==> src/rtl/load_store_unit_pkg.sv <==
// Shared definitions for the RV32I load/store unit.
// Contents:
//   F3_*           funct3 encodings of the supported load/store widths
//   lsu_state_e    2-bit FSM state encoding
//   lane_strobe    byte-lane strobe pattern for a width and address offset
//   is_illegal     funct3 legality check (stores have no unsigned forms)
//   is_misaligned  natural-alignment check for halfword and word accesses
package load_store_unit_pkg;

    localparam logic [2:0] F3_B  = 3'b000;
    localparam logic [2:0] F3_H  = 3'b001;
    localparam logic [2:0] F3_W  = 3'b010;
    localparam logic [2:0] F3_BU = 3'b100;
    localparam logic [2:0] F3_HU = 3'b101;

    typedef enum logic [1:0] {
        ST_IDLE = 2'd0,
        ST_REQ  = 2'd1,
        ST_RESP = 2'd2
    } lsu_state_e;

    // The width is taken from funct3[1:0], so BU/HU share B/H lane patterns.
    function automatic logic [3:0] lane_strobe(input logic [2:0] f3, input logic [1:0] off);
        case (f3[1:0])
            2'b00:   return 4'b0001 << off;
            2'b01:   return 4'b0011 << off;
            default: return 4'b1111;
        endcase
    endfunction

    function automatic logic is_illegal(input logic [2:0] f3, input logic store);
        return (f3 == 3'b011) || (f3 == 3'b110) || (f3 == 3'b111) || (store && f3[2]);
    endfunction

    function automatic logic is_misaligned(input logic [2:0] f3, input logic [1:0] off);
        return ((f3[1:0] == 2'b01) && off[0]) || ((f3[1:0] == 2'b10) && (off != 2'b00));
    endfunction

endpackage

==> src/rtl/load_store_unit_if.sv <==
// Data-memory port of the load/store unit: single outstanding valid/ready
// request with byte strobes.
// Signals:
//   mem_req    request valid (driven by the LSU)
//   mem_we     write enable
//   mem_addr   word-aligned address
//   mem_wdata  store data replicated into byte lanes
//   mem_wstrb  byte-lane strobes (0000 on loads)
//   mem_ready  memory accepted / read data valid this cycle
//   mem_rdata  read word, valid with mem_ready
// Modports: master = LSU side, slave = memory side.
interface load_store_unit_if;

    logic        mem_req;
    logic        mem_we;
    logic [31:0] mem_addr;
    logic [31:0] mem_wdata;
    logic [3:0]  mem_wstrb;
    logic        mem_ready;
    logic [31:0] mem_rdata;

    modport master (
        output mem_req, mem_we, mem_addr, mem_wdata, mem_wstrb,
        input  mem_ready, mem_rdata
    );

    modport slave (
        input  mem_req, mem_we, mem_addr, mem_wdata, mem_wstrb,
        output mem_ready, mem_rdata
    );

endinterface

==> src/rtl/load_store_unit_load_align.sv <==
// Combinational load extractor: selects the byte/halfword lane addressed by
// addr[1:0] out of the read word and sign- or zero-extends it to 32 bits.
// Ports:
//   mem_rdata  in  32  read word from memory
//   addr       in  2   byte offset within the word
//   funct3     in  3   load width/sign encoding
//   result     out 32  extended load value
module lsu_load_align
    import load_store_unit_pkg::*;
(
    input  logic [31:0] mem_rdata,
    input  logic [1:0]  addr,
    input  logic [2:0]  funct3,
    output logic [31:0] result
);

    logic        [7:0]  byte_lane;
    logic        [15:0] half_lane;
    logic signed [31:0] byte_sext;
    logic signed [31:0] half_sext;

    always_comb begin
        case (addr)
            2'd0:    byte_lane = mem_rdata[7:0];
            2'd1:    byte_lane = mem_rdata[15:8];
            2'd2:    byte_lane = mem_rdata[23:16];
            default: byte_lane = mem_rdata[31:24];
        endcase
        // Halfword loads are only issued when aligned, so addr[1] picks the half.
        half_lane = addr[1] ? mem_rdata[31:16] : mem_rdata[15:0];

        byte_sext = 32'(signed'(byte_lane));
        half_sext = 32'(signed'(half_lane));

        case (funct3)
            F3_B:    result = $unsigned(byte_sext);
            F3_H:    result = $unsigned(half_sext);
            F3_BU:   result = {24'd0, byte_lane};
            F3_HU:   result = {16'd0, half_lane};
            default: result = mem_rdata;
        endcase
    end

endmodule

==> src/rtl/load_store_unit.sv <==
// RV32I load/store engine. Accepts an effective address, funct3 and store
// data, runs one request on the data-memory port and returns an extended
// load result with a one-cycle done pulse. Illegal funct3 and misaligned
// accesses complete immediately without touching memory; an unanswered
// request is abandoned after MAX_WAIT cycles (0 disables the timeout).
// Ports:
//   clk, rst           clock, synchronous active-high reset
//   start              command strobe, only honoured while idle
//   is_store, funct3   access type and width
//   addr, wdata        effective address and store data
//   busy, done         status / completion pulse
//   rdata              load result, held until the next completing load
//   misaligned         alignment fault, valid with done
//   bus_err            timeout or illegal funct3, valid with done
//   mem                data-memory port (master side)
module load_store_unit
    import load_store_unit_pkg::*;
#(
    parameter int unsigned MAX_WAIT = 255
) (
    input  logic        clk,
    input  logic        rst,
    input  logic        start,
    input  logic        is_store,
    input  logic [2:0]  funct3,
    input  logic [31:0] addr,
    input  logic [31:0] wdata,
    output logic        busy,
    output logic        done,
    output logic [31:0] rdata,
    output logic        misaligned,
    output logic        bus_err,
    load_store_unit_if.master mem
);

    localparam int unsigned CNT_W = (MAX_WAIT < 2) ? 1 : $clog2(MAX_WAIT + 1);

    lsu_state_e state, state_next;

    logic             is_store_q;
    logic [2:0]       funct3_q;
    logic [1:0]       off_q;
    logic [CNT_W-1:0] wait_cnt;
    logic [CNT_W-1:0] wait_cnt_inc;
    logic             fault_illegal;
    logic             fault_misaligned;
    logic             fault;
    logic             timeout;
    logic [31:0]      load_result;

    function automatic logic [31:0] store_lanes(input logic [2:0] f3, input logic [31:0] d);
        case (f3[1:0])
            2'b00:   return {4{d[7:0]}};
            2'b01:   return {2{d[15:0]}};
            default: return d;
        endcase
    endfunction

    assign fault_illegal    = is_illegal(funct3, is_store);
    assign fault_misaligned = is_misaligned(funct3, addr[1:0]);
    assign fault            = fault_illegal || fault_misaligned;

    assign wait_cnt_inc = wait_cnt + 1'b1;
    // Fires on the cycle that would bring the counter to MAX_WAIT; the caller
    // only acts on it when mem_ready is low, so a last-cycle answer still wins.
    assign timeout      = (MAX_WAIT != 0) && (wait_cnt_inc == CNT_W'(MAX_WAIT));

    lsu_load_align u_align (
        .mem_rdata (mem.mem_rdata),
        .addr      (off_q),
        .funct3    (funct3_q),
        .result    (load_result)
    );

    always_ff @(posedge clk) begin
        if (rst) begin
            state <= ST_IDLE;
        end else begin
            state <= state_next;
        end
    end

    always_comb begin
        state_next  = state;
        busy        = 1'b0;
        done        = 1'b0;
        mem.mem_req = 1'b0;
        case (state)
            ST_IDLE: begin
                if (start) begin
                    state_next = fault ? ST_RESP : ST_REQ;
                end
            end
            ST_REQ: begin
                busy        = 1'b1;
                mem.mem_req = 1'b1;
                if (mem.mem_ready || timeout) begin
                    state_next = ST_RESP;
                end
            end
            ST_RESP: begin
                busy       = 1'b1;
                done       = 1'b1;
                state_next = ST_IDLE;
            end
            default: state_next = ST_IDLE;
        endcase
    end

    always_ff @(posedge clk) begin
        if (rst) begin
            is_store_q    <= 1'b0;
            funct3_q      <= 3'd0;
            off_q         <= 2'd0;
            wait_cnt      <= '0;
            rdata         <= 32'd0;
            misaligned    <= 1'b0;
            bus_err       <= 1'b0;
            mem.mem_we    <= 1'b0;
            mem.mem_addr  <= 32'd0;
            mem.mem_wdata <= 32'd0;
            mem.mem_wstrb <= 4'd0;
        end else begin
            case (state)
                ST_IDLE: begin
                    if (start) begin
                        is_store_q    <= is_store;
                        funct3_q      <= funct3;
                        off_q         <= addr[1:0];
                        wait_cnt      <= '0;
                        bus_err       <= fault_illegal;
                        misaligned    <= fault_misaligned && !fault_illegal;
                        mem.mem_we    <= is_store && !fault;
                        mem.mem_addr  <= {addr[31:2], 2'b00};
                        mem.mem_wdata <= store_lanes(funct3, wdata);
                        mem.mem_wstrb <= (is_store && !fault) ? lane_strobe(funct3, addr[1:0]) : 4'b0000;
                    end
                end
                ST_REQ: begin
                    if (mem.mem_ready) begin
                        mem.mem_we <= 1'b0;
                        if (!is_store_q) begin
                            rdata <= load_result;
                        end
                    end else begin
                        wait_cnt <= wait_cnt_inc;
                        if (timeout) begin
                            bus_err    <= 1'b1;
                            mem.mem_we <= 1'b0;
                        end
                    end
                end
                default: ;
            endcase
        end
    end

endmodule

==> src/flat_wrapper.sv <==
// flat-port wrapper written by rule: the top's interface ports become plain ports
module load_store_unit_flat import load_store_unit_pkg::*;
#(
    parameter int unsigned MAX_WAIT = 255
)
  (clk, rst, start, is_store, funct3, addr, wdata, busy, done, rdata, misaligned, bus_err, mem_mem_req, mem_mem_we, mem_mem_addr, mem_mem_wdata, mem_mem_wstrb, mem_mem_ready, mem_mem_rdata);
  load_store_unit_if mem_i ();
  input  logic clk;
  input  logic rst;
  input  logic start;
  input  logic is_store;
  input  logic [2:0] funct3;
  input  logic [31:0] addr;
  input  logic [31:0] wdata;
  output logic busy;
  output logic done;
  output logic [31:0] rdata;
  output logic misaligned;
  output logic bus_err;
  output wire logic [$bits(mem_i.mem_req)-1:0] mem_mem_req;
  output wire logic [$bits(mem_i.mem_we)-1:0] mem_mem_we;
  output wire logic [$bits(mem_i.mem_addr)-1:0] mem_mem_addr;
  output wire logic [$bits(mem_i.mem_wdata)-1:0] mem_mem_wdata;
  output wire logic [$bits(mem_i.mem_wstrb)-1:0] mem_mem_wstrb;
  input wire logic [$bits(mem_i.mem_ready)-1:0] mem_mem_ready;
  input wire logic [$bits(mem_i.mem_rdata)-1:0] mem_mem_rdata;
  assign mem_mem_req = mem_i.mem_req;
  assign mem_mem_we = mem_i.mem_we;
  assign mem_mem_addr = mem_i.mem_addr;
  assign mem_mem_wdata = mem_i.mem_wdata;
  assign mem_mem_wstrb = mem_i.mem_wstrb;
  assign mem_i.mem_ready = mem_mem_ready;
  assign mem_i.mem_rdata = mem_mem_rdata;
  load_store_unit #(.MAX_WAIT(MAX_WAIT)) u_core (.clk(clk), .rst(rst), .start(start), .is_store(is_store), .funct3(funct3), .addr(addr), .wdata(wdata), .busy(busy), .done(done), .rdata(rdata), .misaligned(misaligned), .bus_err(bus_err), .mem(mem_i));
endmodule
==> config.mk <==
export PLATFORM = sky130hd
export DESIGN_NAME = load_store_unit_flat
export DESIGN_NICKNAME = d
export VERILOG_FILES = /design/src/rtl/load_store_unit_pkg.sv /design/src/rtl/load_store_unit_if.sv /design/src/rtl/load_store_unit_load_align.sv /design/src/rtl/load_store_unit.sv /design/src/flat_wrapper.sv
export SDC_FILE = /design/constraint.sdc
export NUM_CORES = 1
export LEC_CHECK = 0
export ABC_AREA = 1
export ABC_CLOCK_PERIOD_IN_PS = 3500
export BUFFER_PORTS_ARGS = -buffer_cell sky130_fd_sc_hd__buf_4
export CAP_MARGIN = 20
export CORE_MARGIN = 2
export CORE_UTILIZATION = 41
export CTS_BUF_LIST = sky130_fd_sc_hd__clkbuf_4 sky130_fd_sc_hd__clkbuf_8
export DETAILED_ROUTE_END_ITERATION = 16
export PLACE_DENSITY = 0.69
export SLEW_MARGIN = 15
export SYNTH_ARGS = -nofsm -noshare
export SYNTH_HDL_FRONTEND = slang
export SYNTH_SLANG_ARGS = --single-unit
==> constraint.sdc <==
create_clock -name clk -period 3.5 [get_ports clk]
set_input_delay 0.7 -clock clk [delete_from_list [all_inputs] [get_ports clk]]
set_output_delay 0.7 -clock clk [all_outputs]
set_load 0.1 [all_outputs]
# Yosys cells after proc, flatten, opt, wreduce, memory -nomap -nowiden
# Index checks and enable logic that the tools add are counted.
[word_totals]
regBits = 117
input_bits = 104
out_inout_bits = 106
wordCells = 84
[classes]
add_sub_neg = 1
n_eq_ne = 18
shift = 2
n_mux = 24
bitwise = 1
n_reduce_logical = 26
[op_table]
columns = ["op", "n"]
rows = [
  ["32-bit case mux with 4 select lines", 1],
  ["32-bit case mux with 2 select lines", 1],
  ["8-bit case mux with 3 select lines", 1],
  ["16-bit two-way mux", 1],
  ["8-bit two-way mux", 2],
  ["8-bit case mux with 2 select lines", 1],
  ["3-bit equality test (second input constant)", 4],
  ["1-bit two-way mux", 9],
  ["3-bit AND reduction", 3],
  ["8-bit by 1-bit adder with 8-bit output (second input constant)", 1],
  ["8-bit equality test (second input constant)", 1],
  ["4-bit case mux with 2 select lines", 1],
  ["2-bit by 1-bit equality test with 1-bit output (second input constant)", 3],
  ["2-bit equality test (second input constant)", 3],
  ["2-bit logical NOT", 3],
  ["1-bit logical OR", 6],
  ["2-bit two-way mux", 3],
  ["1-bit logical AND", 5],
  ["4-bit two-way mux", 1],
  ["2-bit by 1-bit inequality test with 1-bit output (second input constant)", 2],
  ["2-bit inequality test (second input constant)", 2],
  ["1-bit case mux with 2 select lines", 2],
  ["2-bit case mux with 2 select lines", 1],
  ["2-bit AND reduction", 2],
  ["11 further kinds", 13],
]

# Logic depth before layout (Yosys ltp)
# Gate-level depths: netlist of run 1.
[logic_depth]
word_depth = 9
ltp_mapped = 12
ltp_nobuf = 12

# By module
# From an unflattened synthesis of run 1, not the netlist that was laid out.
[unflattened]
cells_unflattened = 794
hier_area_um2 = 5562.8
[modules_own_cells]
columns = ["module", "n_inst", "cells_each", "area_per_inst_um2", "seq_area_each_um2"]
rows = [
  ["load_store_unit", 1, 631, 4704.5, 2342.2],
  ["lsu_load_align", 1, 163, 858.3, 0.0],
]

# Least setup slack after synthesis of run 1
# No wires, ideal clock.
[synth_timing]
path_kind = "register -> register"
start = "reg u_core.state[1]"
end = "reg u_core.rdata[21]"
setup_ns = 0.118
arrival_time_ns = 2.237
required_ns = 3.382
path_slack_ns = 1.144
stages_incl_launch_ff = 11
path_buffers = 1
synth_period_minus_slack_ns = 2.356
path_cell_list = "dfxtp_1 > inv_1 > ha_1 > nand2_1 > nor2_4 > inv_1 > buf_2 > a21oi_1 > nand3_1 > o211ai_1 > inv_1"
[synth_between]
elab_chain_len = 2
[synth_lines]
columns = ["item", "line_no", "source"]
rows = [
  ["start, declared", "load_store_unit.sv:38", "lsu_state_e state, state_next;"],
  ["start signal, assigned", "load_store_unit.sv:79", "state <= state_next;"],
  ["2-bit by 1-bit equality test with 1-bit output", "load_store_unit.sv:124", "case (state)"],
  ["3-bit AND reduction (no line)", "n/a", ""],
  ["end signal, assigned", "load_store_unit.sv:143", "rdata <= load_result;"],
  ["end, declared", "load_store_unit.sv:30", "output logic [31:0] rdata,"],
]
# No other way between the ends.
# A chain may end at the register's enable or synchronous reset.

# Final worst setup path of run 1
[layout_timing]
start = "reg u_core.state[1]"
end = "reg u_core.rdata[24]"
# The elaborated chain is that of the path after synthesis.

==> metrics, run 1 <==
cell with the most instances on the worst path=inv_1; number of violations reported at the end of detailed-routing iteration 0=315; antenna violations before repair=0; VDD IR max=0.0003464 V; area of the core=13090 µm²; overall via count from detail_route=5656; FP Rows=42; gr ovfl total=0; number of warnings reported in the yosys synthesis log=0; reported leakage power=0.003491 µW; Layout Skew=0.01279 ns; ant diodes=0; number of enable-type register cells in the synthesized netlist=0; final worst path period share=0.6428; clock buffer depth=2; cts-stage hold buffer count=0; number of distinct library cells after synthesis=35; Total Negative Setup Slacks=0 ns; TritonCTS clock tree=yes; clock tree root driver cell=clkbuf_8; hold slack final=0.4818 ns; number of buffers created by CTS=17; GRT Total Usage=0.2318; library cell with the highest instance count after synthesis=dfxtp_1; maximum net fanout on the critical path=23; Max Clock Freq=444.5 MHz; synth cell count leaders=117 x dfxtp_1, 112 x o21ai_0, 111 x nand2_1; post-CTS resize count=0; FILL cells=1277; Die Wd=119.1 µm; average wire per standard cell=14.60 µm; Final Setup Violations=0; post-synthesis to final-layout area growth=35.82%; Buffers on Ports=207; cells taking the most area after synthesis=dfxtp_1 43%, o21ai_0 10%, nand2_1 7.7%; slowest stage cell on the critical path=nor2_4; kind of cell adding the most delay to the critical path=simple AND/OR/NAND/NOR gates; unrepaired setup endpoints after global routing=no; category of the worst setup path capture point=flip-flop; series of cell instances along the critical path=inv_1 -> ha_1 -> nand2_1 -> nor2_4 -> inv_1 -> a21oi_1 -> nand3_1 -> o211ai_1 -> inv_1; worst path required time=3.84 ns; maximum number of pins on one net before global-route repair=67; remaining number of nets flagged by the antenna check after routing=0; layout cell share with drive strength beyond 1=0.2775; worst setup path class=reg -> reg; clock network latency to the later pin of the worst-skew pair=0.45 ns; Max-Cap Viols=0; average instance area after synthesis=7.114 µm²; number of sinks handled by clock tree synthesis=117; Multi-input gate area=2577 µm²; global-route met1 utilization=0.2917; run status=completed; Primary FF master, synth=dfxtp_1; Final GP Congestion=0.8306; total standard cell area after synthesis=5428 µm²; number of primary I/O pins=210; synthesis-stage register bit count=117; number of post-CTS setup repair buffers=0; area enclosed by the die boundary=14170 µm²; Syn Inst Count=763; detailed-placement wirelength estimate=11710 µm; busiest layer in global routing=met2; residual DRC count=0; startpoint class of the critical path=flip-flop; data arrival at the endpoint of the critical path=2.59 ns; register clock-pin slew on the reported worst setup and hold paths=0.07 ns; Pwr per Cell Area=552.9 nW/µm²; met2 usage=0.3599; register area share after synthesis=0.4315; net total in the final layout=1054; met3 demand-to-capacity share in global routing=0.08477; summed area of non-filler cells in the final layout=7372 µm²; detailed-router iteration count before antenna repair=5; fraction of post-synthesis cell area in the top cell type by area=0.4315; number of global-route vias before repair=5066; Worst-Margin Slew=0.6816 ns; count of endpoints failing hold in the final timing report=0; final max-slew violation count=0; crit path buf inv count=3; path class of the lowest-slack min-delay path=reg -> reg; async set or reset register ratio after synthesis=0; Sequential Area=2342 µm²; starting density of the core=0.4148; H-Tree Level Count=4; vertical die dimension=119.1 µm; Period minus WS final=2.250 ns; first-pass GRT wire length=26010 µm; post-synth top area cell=dfxtp_1; vias per cell=5.001; Max-slew headroom=0.5456; cell area after placement=7010 µm²; wire length reported by the detailed router=16510 µm; delay of the slowest critical-path stage=0.41 ns
## placed cells by master (no fill, tap or decap), types with 2 or more instances in the layout
cell      instances
buf_4           211
dfxtp_1         117
o21ai_0         112
nand2_1         110
nor2_1          107
inv_1            64
nand3_1          64
a21oi_1          55
o211ai_1         22
clkbuf_8         21
a31oi_1          17
inv_2             6
ha_1              5
a211oi_1          4
nand3_2           4
clkinv_2          4
nand2_2           3
nor2_4            3
clkbuf_4          3
nand4_1           2
nor2_2            2
o21bai_1          2
a21oi_2           2
conb_1            2
## state kept, by name, summed over array words and instances (netlist names)
name,flops
u_core.bus_err,1
u_core.off_q,2
u_core.mem.mem_wstrb,4
u_core.rdata,32
u_core.mem.mem_wdata,32
u_core.funct3_q,3
u_core.mem.mem_addr,30
u_core.state,2
u_core.mem.mem_we,1
u_core.wait_cnt,8
u_core.is_store_q,1
u_core.misaligned,1
## per-layer routing
layer,vias to the layer above,wire [µm]
li1,2904,-
met3,33,1319
met1,2532,7273
met2,187,7458
met5,-,0
met4,0,458
## area by class of cell
class | instances | area share
inverter | 71 | 0.03615
tap | 176 | 0.02987
clock buffer | 24 | 0.04226
clock inverter | 5 | 0.006789
multi-input combinational | 526 | 0.3496
sequential | 117 | 0.3177
timing repair buffer | 212 | 0.2176
## worst paths after layout
path,start,endpoint,slack (ns),depth (start not counted)
worst min-delay path,u_core.wait_cnt[6],u_core.wait_cnt[6],0.48,2
worst max-delay path,u_core.state[1],u_core.rdata[24],1.25,9
worst min register to register,u_core.wait_cnt[6],u_core.wait_cnt[6],0.48,2
worst max register to register,u_core.state[1],u_core.rdata[24],1.25,9
## cells by family after synthesis
family	after synthesis	share of synthesized area
buffers and inverters	121	0.09474
and+or+nand+nor	300	0.2381
AOI/OAI and AO/OA	219	0.2234
other	1	0.0006909
DFF	117	0.4315
adders and majority gates	5	0.01153
## worst register-to-register path: cells and delay by family, from the launching register on
| family | cells | cell delay (ns) |
|---|---|---|
| flops | 1 | 0.33 |
| buf+inv | 3 | 0.51 |
| simple gates | 3 | 0.67 |
| fa+ha+maj | 1 | 0.31 |
| compound gates | 2 | 0.33 |
## power by group
group	leakage (µW)	internal, µW	switching, µW
registers	0.000961	1440	70.0
clock network	0.000195	643	525
logic	0.00234	325	1070
## through the flow
step	total power, µW	util	std cells	worst slack, ns
2_1_floorplan	2597	-	764	1.144
6_report	4076	0.5634	1131	1.250
3_5_place_dp	2936	0.5358	1102	1.244
3_3_place_gp	2931	0.5358	1102	1.290
4_1_cts	4099	0.5634	1131	1.245
5_1_grt	4250	0.5634	1131	0.9980
Power figures use the tool's default switching activity.
==> run 2, diff against run 1 <==
Settings changed: ABC_CLOCK_PERIOD_IN_PS 3500 to 2100.
Clock period 3.5 ns to 2.1 ns, I/O delays scaled along.
==> metrics, run 2 (same netlist as run 1, synthesis figures left out) <==
run status=completed (unchanged); path class of the lowest-slack min-delay path=in -> reg (was reg -> reg); Die Wd=119.1 µm (unchanged); cts-stage hold buffer count=0 (unchanged); combinational power share=0.339 (was 0.343); Pwr per Cell Area=931.2 nW/µm² (was 552.9 nW/µm²); sequential power share=0.359 (was 0.370); Total Negative Setup Slacks=0 ns (unchanged); number of buffers created by CTS=17 (unchanged); Max-slew headroom=0.5737 (was 0.5456); summed area of non-filler cells in the final layout=7493 µm² (was 7372 µm²); TritonCTS clock tree=yes (unchanged); area of the core=13090 µm² (unchanged); first-pass GRT wire length=26730 µm (was 26010 µm); overall via count from detail_route=5694 (was 5656); internal power contribution=4070 µW (was 2407 µW); startpoint class of the critical path=flip-flop (unchanged); number of primary I/O pins=210 (unchanged); Period minus WS final=1.865 ns; area enclosed by the die boundary=14170 µm² (unchanged); antenna violations before repair=0 (unchanged); H-Tree Level Count=4 (unchanged); share of power burned in the clock network=0.302 (was 0.287); Crit. Startpoint=u_core.state[0] (was u_core.state[1]); remaining number of nets flagged by the antenna check after routing=0 (unchanged); starting density of the core=0.4148 (unchanged); Layout Skew=0.01115 ns (was 0.01279 ns); post-CTS resize count=0 (unchanged); VDD IR max=0.0006718 V (was 0.0003464 V); source of the worst hold timing path=addr[14] (was u_core.wait_cnt[6]); hold slack final=0.2187 ns (was 0.4818 ns); worst setup path class=reg -> out (was reg -> reg); worst setup slack before clock tree synthesis=0.2848 ns (was 1.244 ns); vias per cell=4.977 (was 5.001); number of post-CTS setup repair buffers=0 (unchanged); residual DRC count=0 (unchanged); final max-slew violation count=0 (unchanged); category of the worst setup path capture point=output pin (was flip-flop); number of violations reported at the end of detailed-routing iteration 0=275 (was 315); GRT Total Usage=0.2364 (was 0.2318); final worst path period share=0.8879; Final Setup Violations=0 (unchanged); launch instance of the worst register-to-register path=u_core.state[0] (was u_core.state[1]); clock tree root driver cell=clkbuf_8 (unchanged); count of endpoints failing hold in the final timing report=0 (unchanged); cell area after placement=7088 µm² (was 7010 µm²); detailed-placement wirelength estimate=11950 µm (was 11710 µm); unrepaired setup endpoints after global routing=no (unchanged); layout cell share with drive strength beyond 1=0.2882 (was 0.2775); detailed-router iteration count before antenna repair=5 (unchanged); most common library cell in the layout ignoring fill and taps=buf_4 (unchanged); vertical die dimension=119.1 µm (unchanged); data arrival at the endpoint of the critical path=1.44 ns (was 2.59 ns); Buffers on Ports=207 (unchanged); gr ovfl total=0 (unchanged); Switching Share=0.4167 (was 0.4095); average wire per standard cell=14.55 µm (was 14.60 µm); worst path required time=1.68 ns (was 3.84 ns); register clock-pin slew on the reported worst setup and hold paths=0.08 ns (was 0.07 ns); Max-Cap Viols=0 (unchanged); net total in the final layout=1064 (was 1054); number of sinks handled by clock tree synthesis=117 (unchanged); reported leakage power=0.003545 µW (was 0.003491 µW); biggest regs=u_core.mem.mem_wdata: 32 flops, u_core.rdata: 32 flops, u_core.mem.mem_addr: 30 flops (unchanged); wire length reported by the detailed router=16640 µm (was 16510 µm); post-synthesis to final-layout area growth=38.06% (was 35.82%); net switching power figure=2908 µW (was 1669 µW); number of global-route vias before repair=5413 (was 5066); ant diodes=0 (unchanged); Max Clock Freq=536.3 MHz; Final GP Congestion=0.8928 (was 0.8306); maximum net fanout on the critical path=3 (was 23); Worst-Margin Slew=0.6371 ns (was 0.6816 ns); FP Rows=42 (unchanged); Worst Setup Slack, final=0.2354 ns (was 1.250 ns); most frequent cells in the layout=221 x buf_4, 117 x dfxtp_1, 112 x o21ai_0 (was 211 x buf_4, 117 x dfxtp_1, 112 x o21ai_0); clock buffer depth=2 (unchanged); maximum number of pins on one net before global-route repair=79 (was 67); clock network latency to the later pin of the worst-skew pair=0.45 ns (about the same)
## run 2: cell types whose count changed in the layout (fill, tap and decap cells not counted), sizes merged
cell      previous run  this run
clkinv               5         7
inv                 70        73
bufinv               1         2
clkinvlp             0         2
clkbuf              24        19
buf                212       222
## run 2: worst paths after layout
| check | cells past startpoint | slack (ns) | to |
|---|---|---|---|
| worst max register to register | 9 | 0.24 | u_core.mem.mem_wstrb[3] |
| worst min-delay path | 3 | 0.22 | u_core.mem.mem_addr[14] |
| worst min register to register | 2 | 0.48 | u_core.mem.mem_wstrb[3] |
| worst max-delay path | 3 | 0.24 | busy |
## run 2: layout make-up
class | count | area (µm²)
clock buffer | 19 | 255.2
clock inverter | 13 | 150.1
fill | 1263 | 5592
inverter | 71 | 266.5
multi-input combinational | 526 | 2580
sequential | 117 | 2342
tap | 176 | 220.2
timing repair buffer | 222 | 1679
## run 2: metal layers
metal | track usage | vias up | share of wire | wire length, µm
li1 | - | 2923 | - | -
met1 | 0.2819 | 2571 | 0.43 | 7121
met2 | 0.3797 | 168 | 0.47 | 7861
met3 | 0.09387 | 32 | 0.070 | 1172
met4 | 0.09598 | 0 | 0.029 | 488
met5 | 0 | - | 0 | 0
## run 2: worst max-delay path, stage by stage, from the launching register on
cell	delay, ns
dfxtp_1	0.36
inv_1	0.08
ha_1	0.28
buf_4	0.28
## run 2: through the flow
| stage | total power, µW | instances | utilization |
|---|---|---|---|
| 2_1_floorplan | 4328 | 764 | - |
| 3_3_place_gp | 4905 | 1112 | 0.5417 |
| 3_5_place_dp | 4917 | 1112 | 0.5417 |
| 4_1_cts | 7023 | 1144 | 0.5727 |
| 5_1_grt | 7281 | 1144 | 0.5727 |
| 6_report | 6978 | 1144 | 0.5727 |
## run 2: power groups by stage
stage	logic (µW)	clock network, µW	registers (µW)
5_1_grt	2510	2250	2530
3_3_place_gp	2350	0	2550
6_report	2360	2110	2510
3_5_place_dp	2360	0	2550
2_1_floorplan	674	0	3650
4_1_cts	2370	2150	2510
==> run 3, diff against run 2 <==
Settings changed: CORE_UTILIZATION 41 to 51, PLACE_DENSITY 0.69 to 0.83.
==> metrics, run 3 (same netlist as run 1, synthesis figures left out) <==
H-Tree Level Count=4 (unchanged); run status=completed (unchanged); ant diodes=0 (unchanged); post-synthesis to final-layout area growth=37.09% (was 38.06%); final worst path period share=0.8893 (was 0.8879); final max-slew violation count=0 (unchanged); Max Clock Freq=535.5 MHz (was 536.3 MHz); FF-to-FF path depth=9 (unchanged); cts-stage hold buffer count=0 (unchanged); starting density of the core=0.5258 (was 0.4148); worst hold path cell count=3 (unchanged); VDD IR max=0.0006105 V (was 0.0006718 V); startpoint class of the critical path=flip-flop (unchanged); source of the worst hold timing path=addr[28] (was addr[14]); Max-Cap Viols=0 (unchanged); net total in the final layout=1062 (was 1064); detailed-placement wirelength estimate=11570 µm (was 11950 µm); most common library cell in the layout ignoring fill and taps=buf_4 (unchanged); category of the worst setup path capture point=output pin (unchanged); GRT Total Usage=0.2862 (was 0.2364); vertical die dimension=107.2 µm (was 119.1 µm); detailed-router iteration count before antenna repair=6 (was 5); number of violations reported at the end of detailed-routing iteration 0=328 (was 275); worst path required time=1.68 ns (about the same); TritonCTS clock tree=yes (unchanged); slack of the worst reg-to-reg path=0.26 ns (was 0.24 ns); FP Rows=37 (was 42); residual DRC count=0 (unchanged); Layout Skew=0.01078 ns (was 0.01115 ns); launch instance of the worst register-to-register path=u_core.state[0] (unchanged); remaining number of nets flagged by the antenna check after routing=0 (unchanged); clock buffer depth=2 (unchanged); cell area after placement=7036 µm² (was 7088 µm²); Buffers on Ports=207 (unchanged); number of global-route vias before repair=5365 (was 5413); Total Negative Setup Slacks=0 ns (unchanged); register clock-pin slew on the reported worst setup and hold paths=0.08 ns (about the same); Final Setup Violations=0 (unchanged); average wire per standard cell=14.78 µm (was 14.55 µm); number of buffers created by CTS=17 (unchanged); clock network latency to the later pin of the worst-skew pair=0.44 ns (was 0.45 ns); unrepaired setup endpoints after global routing=no (unchanged); layout cell share with drive strength beyond 1=0.2867 (was 0.2882); data arrival at the endpoint of the critical path=1.45 ns (was 1.44 ns); hold endpoint=u_core.mem.mem_addr[28] (was u_core.mem.mem_addr[14]); number of primary I/O pins=210 (unchanged); post-CTS resize count=0 (unchanged); Worst-Margin Slew=0.6852 ns (was 0.6371 ns); clock tree root driver cell=clkbuf_8 (unchanged); Pwr per Cell Area=936.0 nW/µm² (was 931.2 nW/µm²); first-pass GRT wire length=26090 µm (was 26730 µm); reported leakage power=0.003525 µW (was 0.003545 µW); number of post-CTS setup repair buffers=0 (unchanged); Max-slew headroom=0.5397 (was 0.5737); vias per cell=5.294 (was 4.977); FILL cells=833 (was 1263); biggest regs=u_core.mem.mem_wdata: 32 flops, u_core.rdata: 32 flops, u_core.mem.mem_addr: 30 flops (unchanged); path class of the lowest-slack min-delay path=in -> reg (unchanged); wire length reported by the detailed router=16290 µm (was 16640 µm); Period minus WS final=1.867 ns (was 1.865 ns); summed area of non-filler cells in the final layout=7441 µm² (was 7493 µm²); antenna violations before repair=0 (unchanged); Die Wd=107.2 µm (was 119.1 µm); area of the core=10320 µm² (was 13090 µm²); worst setup path class=reg -> out (unchanged); most frequent cells in the layout=218 x buf_4, 117 x dfxtp_1, 112 x o21ai_0 (was 221 x buf_4, 117 x dfxtp_1, 112 x o21ai_0); overall via count from detail_route=5834 (was 5694); count of endpoints failing hold in the final timing report=0 (unchanged); worst flop-to-flop path endpoint=u_core.mem.mem_wdata[18] (was u_core.mem.mem_wstrb[3]); maximum net fanout on the critical path=3 (unchanged); maximum number of pins on one net before global-route repair=72 (was 79); Final GP Congestion=0.8977 (was 0.8928); area enclosed by the die boundary=11480 µm² (was 14170 µm²); gr ovfl total=0 (unchanged); number of sinks handled by clock tree synthesis=117 (unchanged)
==> run 3: worst max-delay path: stages, from the launching register on <==
cell and delay [ns]:
dfxtp_1 0.37, inv_1 0.07, ha_1 0.28, buf_4 0.29
==> run 3: stage by stage <==
stage	cells	setup slack, ns	util	hold WS, ns	power (µW)
detailed placement	1070	0.3662	0.6815	0.4645	4902
global placement	1070	0.3931	0.6815	0.4637	4886
floorplan	764	0.1302	-	0.4506	4328
finish	1102	0.2325	0.7208	0.2256	6964
CTS	1102	0.2164	0.7208	0.2153	6970
global route	1102	0.1011	0.7208	0.2322	7235
==> run 3: power breakdown <==
part	switching, µW	internal, µW	leakage [µW]
registers	113	2400	0.000961
logic	1800	560	0.00237
clock network	978	1110	0.000189
total	2900	4070	0.00352
==> run 3: cell type report <==
cell class / count / area (µm²) / share of cell area
clock inverter: 13 / 150.1 / 0.02018
tap: 136 / 170.2 / 0.02287
sequential: 117 / 2342 / 0.3148
clock buffer: 19 / 255.2 / 0.03430
timing repair buffer: 220 / 1677 / 0.2253
multi-input combinational: 526 / 2580 / 0.3467
inverter: 71 / 266.5 / 0.03582
==> run 3: how the worst max path moves through the flow <==
stage / from / endpoint / slack [ns]
floorplan: u_core.state[1] / u_core.rdata[21] / 0.13
global placement: funct3[0] / u_core.mem.mem_we / 0.39
detailed placement: u_core.state[0] / u_core.mem.mem_wdata[18] / 0.37
CTS: u_core.state[1] / busy / 0.22
global route: u_core.state[1] / u_core.mem.mem_wdata[18] / 0.10
finish: u_core.state[1] / busy / 0.23
==> run 3: per-layer routing <==
| layer | vias up | part of all wire | GRT usage |
|---|---|---|---|
| li1 | 2920 | - | - |
| met1 | 2642 | 0.42 | 0.3576 |
| met2 | 231 | 0.47 | 0.4647 |
| met3 | 41 | 0.084 | 0.09058 |
| met4 | 0 | 0.024 | 0.1002 |
| met5 | - | 0 | 0 |
